==> src/rtl/alu_control_mc.sv <==
// ALU control decoder with an iterative signed/unsigned multiplier.
// The multiplier fills HI/LO and stalls the pipeline while it runs.
module alu_control_mc #(
   parameter int unsigned DATA_WIDTH = 32,
   parameter int unsigned STEP_BITS  = 1,
   parameter int unsigned CTRL_WIDTH = 3
) (
   input  logic                  clk_i,
   input  logic                  rst_i,
   input  logic                  valid_i,
   input  logic [1:0]            ALUOp_i,
   input  logic [5:0]            funct_i,
   input  logic [DATA_WIDTH-1:0] rs_data_i,
   input  logic [DATA_WIDTH-1:0] rt_data_i,
   output logic [CTRL_WIDTH-1:0] ALUCtrl_o,
   output logic                  illegal_o,
   output logic                  stall_o,
   output logic                  mul_done_o,
   output logic [DATA_WIDTH-1:0] hi_o,
   output logic [DATA_WIDTH-1:0] lo_o
);

   localparam int unsigned Steps = DATA_WIDTH / STEP_BITS;
   localparam int unsigned CntW  = $clog2(Steps + 1);
   localparam int unsigned AccW  = 2 * DATA_WIDTH;

   typedef enum logic [1:0] {StIdle, StBusy, StDone} state_e;

   state_e                state_q, state_d;
   logic [AccW-1:0]       acc_q, acc_d;
   logic [AccW-1:0]       mcand_q, mcand_d;
   logic [DATA_WIDTH-1:0] mplier_q, mplier_d;
   logic [CntW-1:0]       cnt_q, cnt_d;
   logic                  neg_q, neg_d;
   logic [DATA_WIDTH-1:0] hi_q, hi_d;
   logic [DATA_WIDTH-1:0] lo_q, lo_d;

   logic                  is_mul;
   logic                  mul_signed;
   logic [DATA_WIDTH-1:0] rs_mag;
   logic [DATA_WIDTH-1:0] rt_mag;
   logic [AccW-1:0]       partial;
   logic [AccW-1:0]       result;

   always_comb begin
      ALUCtrl_o = CTRL_WIDTH'(7);
      illegal_o = 1'b0;
      unique case (ALUOp_i)
         2'b01: ALUCtrl_o = CTRL_WIDTH'(2);
         2'b10: ALUCtrl_o = CTRL_WIDTH'(3);
         2'b11: ALUCtrl_o = CTRL_WIDTH'(1);
         2'b00: begin
            case (funct_i)
               6'b100100: ALUCtrl_o = CTRL_WIDTH'(0);
               6'b100101: ALUCtrl_o = CTRL_WIDTH'(1);
               6'b100000: ALUCtrl_o = CTRL_WIDTH'(2);
               6'b100010: ALUCtrl_o = CTRL_WIDTH'(3);
               6'b101010: ALUCtrl_o = CTRL_WIDTH'(5);
               6'b011000: ALUCtrl_o = CTRL_WIDTH'(4);
               6'b011001: ALUCtrl_o = CTRL_WIDTH'(4);
               default: begin
                  ALUCtrl_o = CTRL_WIDTH'(7);
                  illegal_o = valid_i;
               end
            endcase
         end
      endcase
   end

   assign is_mul     = valid_i && (ALUOp_i == 2'b00) &&
                       ((funct_i == 6'b011000) || (funct_i == 6'b011001));
   assign mul_signed = ~funct_i[0];

   // Most-negative operand negates to itself, which is its correct unsigned magnitude.
   assign rs_mag = (mul_signed && rs_data_i[DATA_WIDTH-1]) ? -rs_data_i : rs_data_i;
   assign rt_mag = (mul_signed && rt_data_i[DATA_WIDTH-1]) ? -rt_data_i : rt_data_i;

   always_comb begin
      partial = '0;
      for (int unsigned b = 0; b < STEP_BITS; b++) begin
         if (mplier_q[b]) partial = partial + (mcand_q << b);
      end
   end

   assign result = neg_q ? -acc_q : acc_q;

   always_comb begin
      state_d  = state_q;
      acc_d    = acc_q;
      mcand_d  = mcand_q;
      mplier_d = mplier_q;
      cnt_d    = cnt_q;
      neg_d    = neg_q;
      hi_d     = hi_q;
      lo_d     = lo_q;
      unique case (state_q)
         StIdle: begin
            if (is_mul) begin
               mcand_d  = AccW'(rs_mag);
               mplier_d = rt_mag;
               neg_d    = mul_signed & (rs_data_i[DATA_WIDTH-1] ^ rt_data_i[DATA_WIDTH-1]);
               acc_d    = '0;
               cnt_d    = '0;
               state_d  = StBusy;
            end
         end
         StBusy: begin
            acc_d    = acc_q + partial;
            mcand_d  = mcand_q << STEP_BITS;
            mplier_d = mplier_q >> STEP_BITS;
            cnt_d    = cnt_q + 1'b1;
            if (cnt_q == CntW'(Steps - 1)) state_d = StDone;
         end
         StDone: begin
            // The retiring mult is still on the inputs here; it must not restart.
            {hi_d, lo_d} = result;
            cnt_d        = '0;
            state_d      = StIdle;
         end
         default: state_d = StIdle;
      endcase
   end

   always_ff @(posedge clk_i) begin
      if (rst_i) begin
         state_q  <= StIdle;
         acc_q    <= '0;
         mcand_q  <= '0;
         mplier_q <= '0;
         cnt_q    <= '0;
         neg_q    <= 1'b0;
         hi_q     <= '0;
         lo_q     <= '0;
      end else begin
         state_q  <= state_d;
         acc_q    <= acc_d;
         mcand_q  <= mcand_d;
         mplier_q <= mplier_d;
         cnt_q    <= cnt_d;
         neg_q    <= neg_d;
         hi_q     <= hi_d;
         lo_q     <= lo_d;
      end
   end

   assign stall_o    = ((state_q == StIdle) && is_mul) || (state_q == StBusy);
   assign mul_done_o = (state_q == StDone);
   assign hi_o       = hi_q;
   assign lo_o       = lo_q;

endmodule

==> config.mk <==
export PLATFORM = sky130hd
export DESIGN_NAME = alu_control_mc
export DESIGN_NICKNAME = d
export VERILOG_FILES = /design/src/rtl/alu_control_mc.sv
export SDC_FILE = /design/constraint.sdc
export NUM_CORES = 1
export LEC_CHECK = 0
export BUFFER_PORTS_ARGS = -buffer_cell sky130_fd_sc_hd__buf_2
export CAP_MARGIN = 40
export CORE_MARGIN = 4
export CORE_UTILIZATION = 25
export DETAILED_ROUTE_END_ITERATION = 10
export PLACE_DENSITY = 0.42
export SLEW_MARGIN = 20
export SYNTH_ARGS = -nofsm -noshare
export SYNTH_HDL_FRONTEND = slang
export SYNTH_SLANG_ARGS = --single-unit
==> constraint.sdc <==
create_clock -name clk_i -period 4.35 [get_ports clk_i]
set_input_delay 0.87 -clock clk_i [delete_from_list [all_inputs] [get_ports clk_i]]
set_output_delay 0.87 -clock clk_i [all_outputs]
set_load 0.02 [all_outputs]
==> results.txt <==
----------------------------------------------------
[Setup path]
  Worst setup SP type ... flip-flop
  Cells along the critical path ... or4_4 -> or4_4 -> or4_4 -> or4_4 -> or3_4 -> nor3_2 -> nand2_1 -> nand2_1 -> xor2_1 -> a211oi_1
  Critical path arrival ... roughly 4.2 ns
  Stages on worst setup path ... 10
  Library cell appearing most often on the critical path ... sky130_fd_sc_hd__or4_4
  Highest fanout seen on the critical path ... 7
  Worst setup path category ... reg2reg
  Cell count of the worst reg-to-reg path ... 10
  Largest stage delay on the critical path ... approximately 0.6 ns
  Data required time of the worst path ... between 4 and 5 ns
  Critical path buffers and inverters ... 0
  Largest delay contributor family on the critical path ... simple AND/OR/NAND/NOR gates
  Master of the slowest instance on the critical path ... sky130_fd_sc_hd__or4_4
  CP Capture Type ... flip-flop

[Yosys]
  Most frequent cell after synthesis ... sky130_fd_sc_hd__nand2_1
  Top-area cell type share of the netlist area ... 0.3073
  Cell type contributing the most total cell area after synthesis ... sky130_fd_sc_hd__dfxtp_1
  Sequential share of the synthesized area ... 0.3073
  Count of cell types in the netlist ... 68
  Number of enable-type register cells in the synthesized netlist ... 0
  Top post-synthesis cells by count ... 330 x sky130_fd_sc_hd__nand2_1, 233 x sky130_fd_sc_hd__dfxtp_1, 193 x sky130_fd_sc_hd__a21oi_1
  Post-Syn Nets ... ~2200
  Gate count of the mapped netlist ... between 2000 and 2500
  Yosys Warn Count ... 0
  Flip-flop and latch count after synthesis ... 233
  Proportion of synthesized flip-flops having asynchronous set or reset ... 0
  Netlist Area Pre-Place ... 15180 µm²
  Synthesized area divided by synthesized cell count ... roughly 7.5 µm²
  Main area contributors after synthesis ... sky130_fd_sc_hd__dfxtp_1 31%, sky130_fd_sc_hd__nand2_1 8.2%, sky130_fd_sc_hd__a21oi_1 6.4%
  Leading register cell type out of synthesis ... sky130_fd_sc_hd__dfxtp_1

[Pwr]
  Leak pwr ... 7.074 nW
  Net Switching ... about 1.2 mW
  Worst ir drop on vdd ... approximately 220 µV
  Logic pwr share ... 0.041
  Clock share of power ... 0.569
  Int Pwr ... 4.249 mW
  Switching part of the total power ... 0.2267
  Sequential cell fraction of total power ... 0.389
  PD cells ... 304.3 nW/µm²

[Placed design]
  Instance area at placement ... around 17000 µm²
  Count of input and output buffers ... ~140
  Last weighted congestion value of the routability-driven placer ... ~0.9
  Detail Placement HPWL ... approximately 38 mm

[Min path]
  Hold Crit Depth ... 2
  Class of the most critical hold timing path ... reg2reg

[STA]
  Number of endpoints failing setup at the final stage ... 0
  Post-route fraction of the period consumed by the critical path ... 0.8634
  Setup total negative slack ... 0 ns
  Shortest clock period the worst path allows after layout ... 3.756 ns
  Worst Clk Skew ... approximately 0.029 ns
  Worst-Margin Slew ... between 0.7 and 0.8 ns
  Relative slew slack ... 0.4755
  Unrepaired setup endpoints after global routing ... false
  Hold violation count in the final report ... 0
  Fin. max-slew vios ... 0
  Achievable Freq ... 266.3 MHz

[Routing]
  Number of detailed-routing iterations run before antenna repair ... 5
  Vias per cell ... just under 5
  Post-DR wirelength/cell ... about 17 µm
  Routed Antenna Nets ... 0
  Number of remaining DRC errors ... 0
  Via Count ... ~15000
  Total detailed-routing wirelength ... roughly 50 mm
  Initial detailed-routing violation count ... 970

[Run status]
  Status ... completed

[Clock network]
  Number of gates resized after cts ... 0
  Reg clk slew, reported paths ... ~0.06 ns
  Post-cts hold buffer count ... 0
  Setup fix buffers added after clock tree synthesis ... 0
  CTS tree ... yes
  Skew-Pair Late Insertion Delay ... approximately 0.55 ns
  CTS H-tree depth ... 2
  Number of clock buffers inserted by TritonCTS ... 34
  Clock Path Buffers ... 3
  CTS root buffer ... sky130_fd_sc_hd__clkbuf_16
  Number of sinks driven by the clock tree ... approximately 230

[Die]
  Die ar. ... 64730 µm²
  Horiz. Die Dim ... 254.4 µm
  Core area ... ~60000 µm²
  Placement row count ... 90
  Die Y ... between 200 and 300 µm
  Starting density of the core ... 0.2520
  I/O pin total ... between 100 and 150

[Cells and area]
  Ratio of cells with drive above 1 in the final layout ... 0.1261
  Syn-to-layout area delta ... 18.94%
  Post-layout instance area ... 18060 µm²
  Total inserted antenna cells ... 0
  NumNets Final ... 2268

[Run]
  Max-cap violation count ... 0

[GRT]
  Overflow after GRT ... 0
  Total routing resource utilization after global routing ... 0.1514
  Number of antenna violations at the first check in global routing ... 3
  Vias in the first global route ... approximately 14000
  Wire length of the first global-routing pass ... 78.90 mm
  Maximum number of pins on one net before global-route repair ... approximately 70

----------------------------------------------------
==> layer usage <==
metal / up-vias / GRT usage / routed length [µm]
li1: 7421 / - / -
met1: 6757 / 0.2172 / 25110
met2: 325 / 0.2354 / 21700
met3: 66 / 0.02580 / 2473
met4: 4 / 0.04075 / 1052
met5: - / 0 / 21
==> worst paths after layout <==
check	startpoint	endpoint	slack [ns]
worst max-delay path	acc_q[15]	hi_o[31]	0.59
worst min-delay path	lo_o[0]	lo_o[0]	0.45
worst max register to register	acc_q[15]	hi_o[31]	0.59
worst min register to register	lo_o[0]	lo_o[0]	0.45
==> kinds of logic (layout without fill, tap and decap cells) <==
group / after synthesis / after routing / share of synthesized area
DFF: 233 / 233 / 0.3073
buffers and inverters: 164 / 279 / 0.04096
adders and majority gates: 68 / 68 / 0.05654
xor gates and xnor gates: 172 / 172 / 0.09923
and+or+nand+nor: 755 / 755 / 0.2317
AOI/OAI and AO/OA: 637 / 637 / 0.2610
muxes: 5 / 5 / 0.003297
==> worst register-to-register path, delay by kind of cell (launching register included) <==
kind	cells	cell delay, ns
AOI/OAI and AO/OA	1	0.10
xor gates and xnor gates	1	0.21
DFF	1	0.38
and+or+nand+nor	8	2.93
==> through the flow <==
step	power (mW)	setup WS, ns	utilization	cells	hold WS, ns
5_1_grt	5.695	0.1780	0.2997	2931	0.4713
6_report	5.494	0.5941	0.2997	2931	0.4502
3_5_place_dp	2.416	0.5208	0.2786	2870	0.4439
3_3_place_gp	2.409	0.5089	0.2771	2865	0.4397
4_1_cts	5.603	0.5161	0.2994	2930	0.4515
2_1_floorplan	2.309	0.8721	-	2034	0.4287
==> state kept, by name (all words and copies together), names as in the netlist <==
name / count
acc_q: 64
neg_q: 1
cnt_q: 6
lo_o: 32
state_q: 2
hi_o: 32
mcand_q: 64
mplier_q: 32
==> placed cells by master, fill, tap and decap left out, types with 6 or more instances in the layout <==
cell type,instances
sky130_fd_sc_hd__dfxtp_1,232
sky130_fd_sc_hd__bufinv_16,8
sky130_fd_sc_hd__a21o_1,26
sky130_fd_sc_hd__and2_1,67
sky130_fd_sc_hd__nand3b_1,7
sky130_fd_sc_hd__nor3_1,32
sky130_fd_sc_hd__o21ai_0,181
sky130_fd_sc_hd__nand3_1,26
sky130_fd_sc_hd__a211oi_1,48
sky130_fd_sc_hd__a21oi_1,193
sky130_fd_sc_hd__nor2_1,156
sky130_fd_sc_hd__clkinv_2,8
sky130_fd_sc_hd__nand2b_1,16
sky130_fd_sc_hd__clkbuf_16,35
sky130_fd_sc_hd__o21bai_1,22
sky130_fd_sc_hd__buf_4,37
sky130_fd_sc_hd__o41ai_1,18
sky130_fd_sc_hd__or3_1,10
sky130_fd_sc_hd__a31oi_1,22
sky130_fd_sc_hd__or4_1,17
sky130_fd_sc_hd__a22oi_1,11
sky130_fd_sc_hd__buf_2,143
sky130_fd_sc_hd__a22o_1,36
sky130_fd_sc_hd__nand4_1,25
sky130_fd_sc_hd__xor2_1,93
sky130_fd_sc_hd__o31ai_1,27
sky130_fd_sc_hd__inv_1,33
sky130_fd_sc_hd__nor4_1,15
sky130_fd_sc_hd__nand2_1,329
sky130_fd_sc_hd__nor2b_1,11
sky130_fd_sc_hd__o21a_1,6
sky130_fd_sc_hd__ha_1,67
sky130_fd_sc_hd__xnor2_1,79
sky130_fd_sc_hd__and3_1,16
==> layout make-up <==
cell class                 instances  area (µm²)
clock buffer                      41       948.4
timing repair buffer             185        1109
tap                              782       978.4
inverter                          34       127.6
clock inverter                    19       305.3
sequential                       233        4666
fill                            6434       42190
multi-input combinational       1637        9922
==> power by group through the flow <==
stage | clock network [mW] | logic, mW | registers [mW]
final | 3.13 | 0.228 | 2.14
after global routing | 3.30 | 0.255 | 2.14
after CTS | 3.23 | 0.233 | 2.14
after detailed placement | 0 | 0.232 | 2.18
after global placement | 0 | 0.225 | 2.18
after floorplan | 0 | 0.125 | 2.18
(Power assumes the default switching activity.)
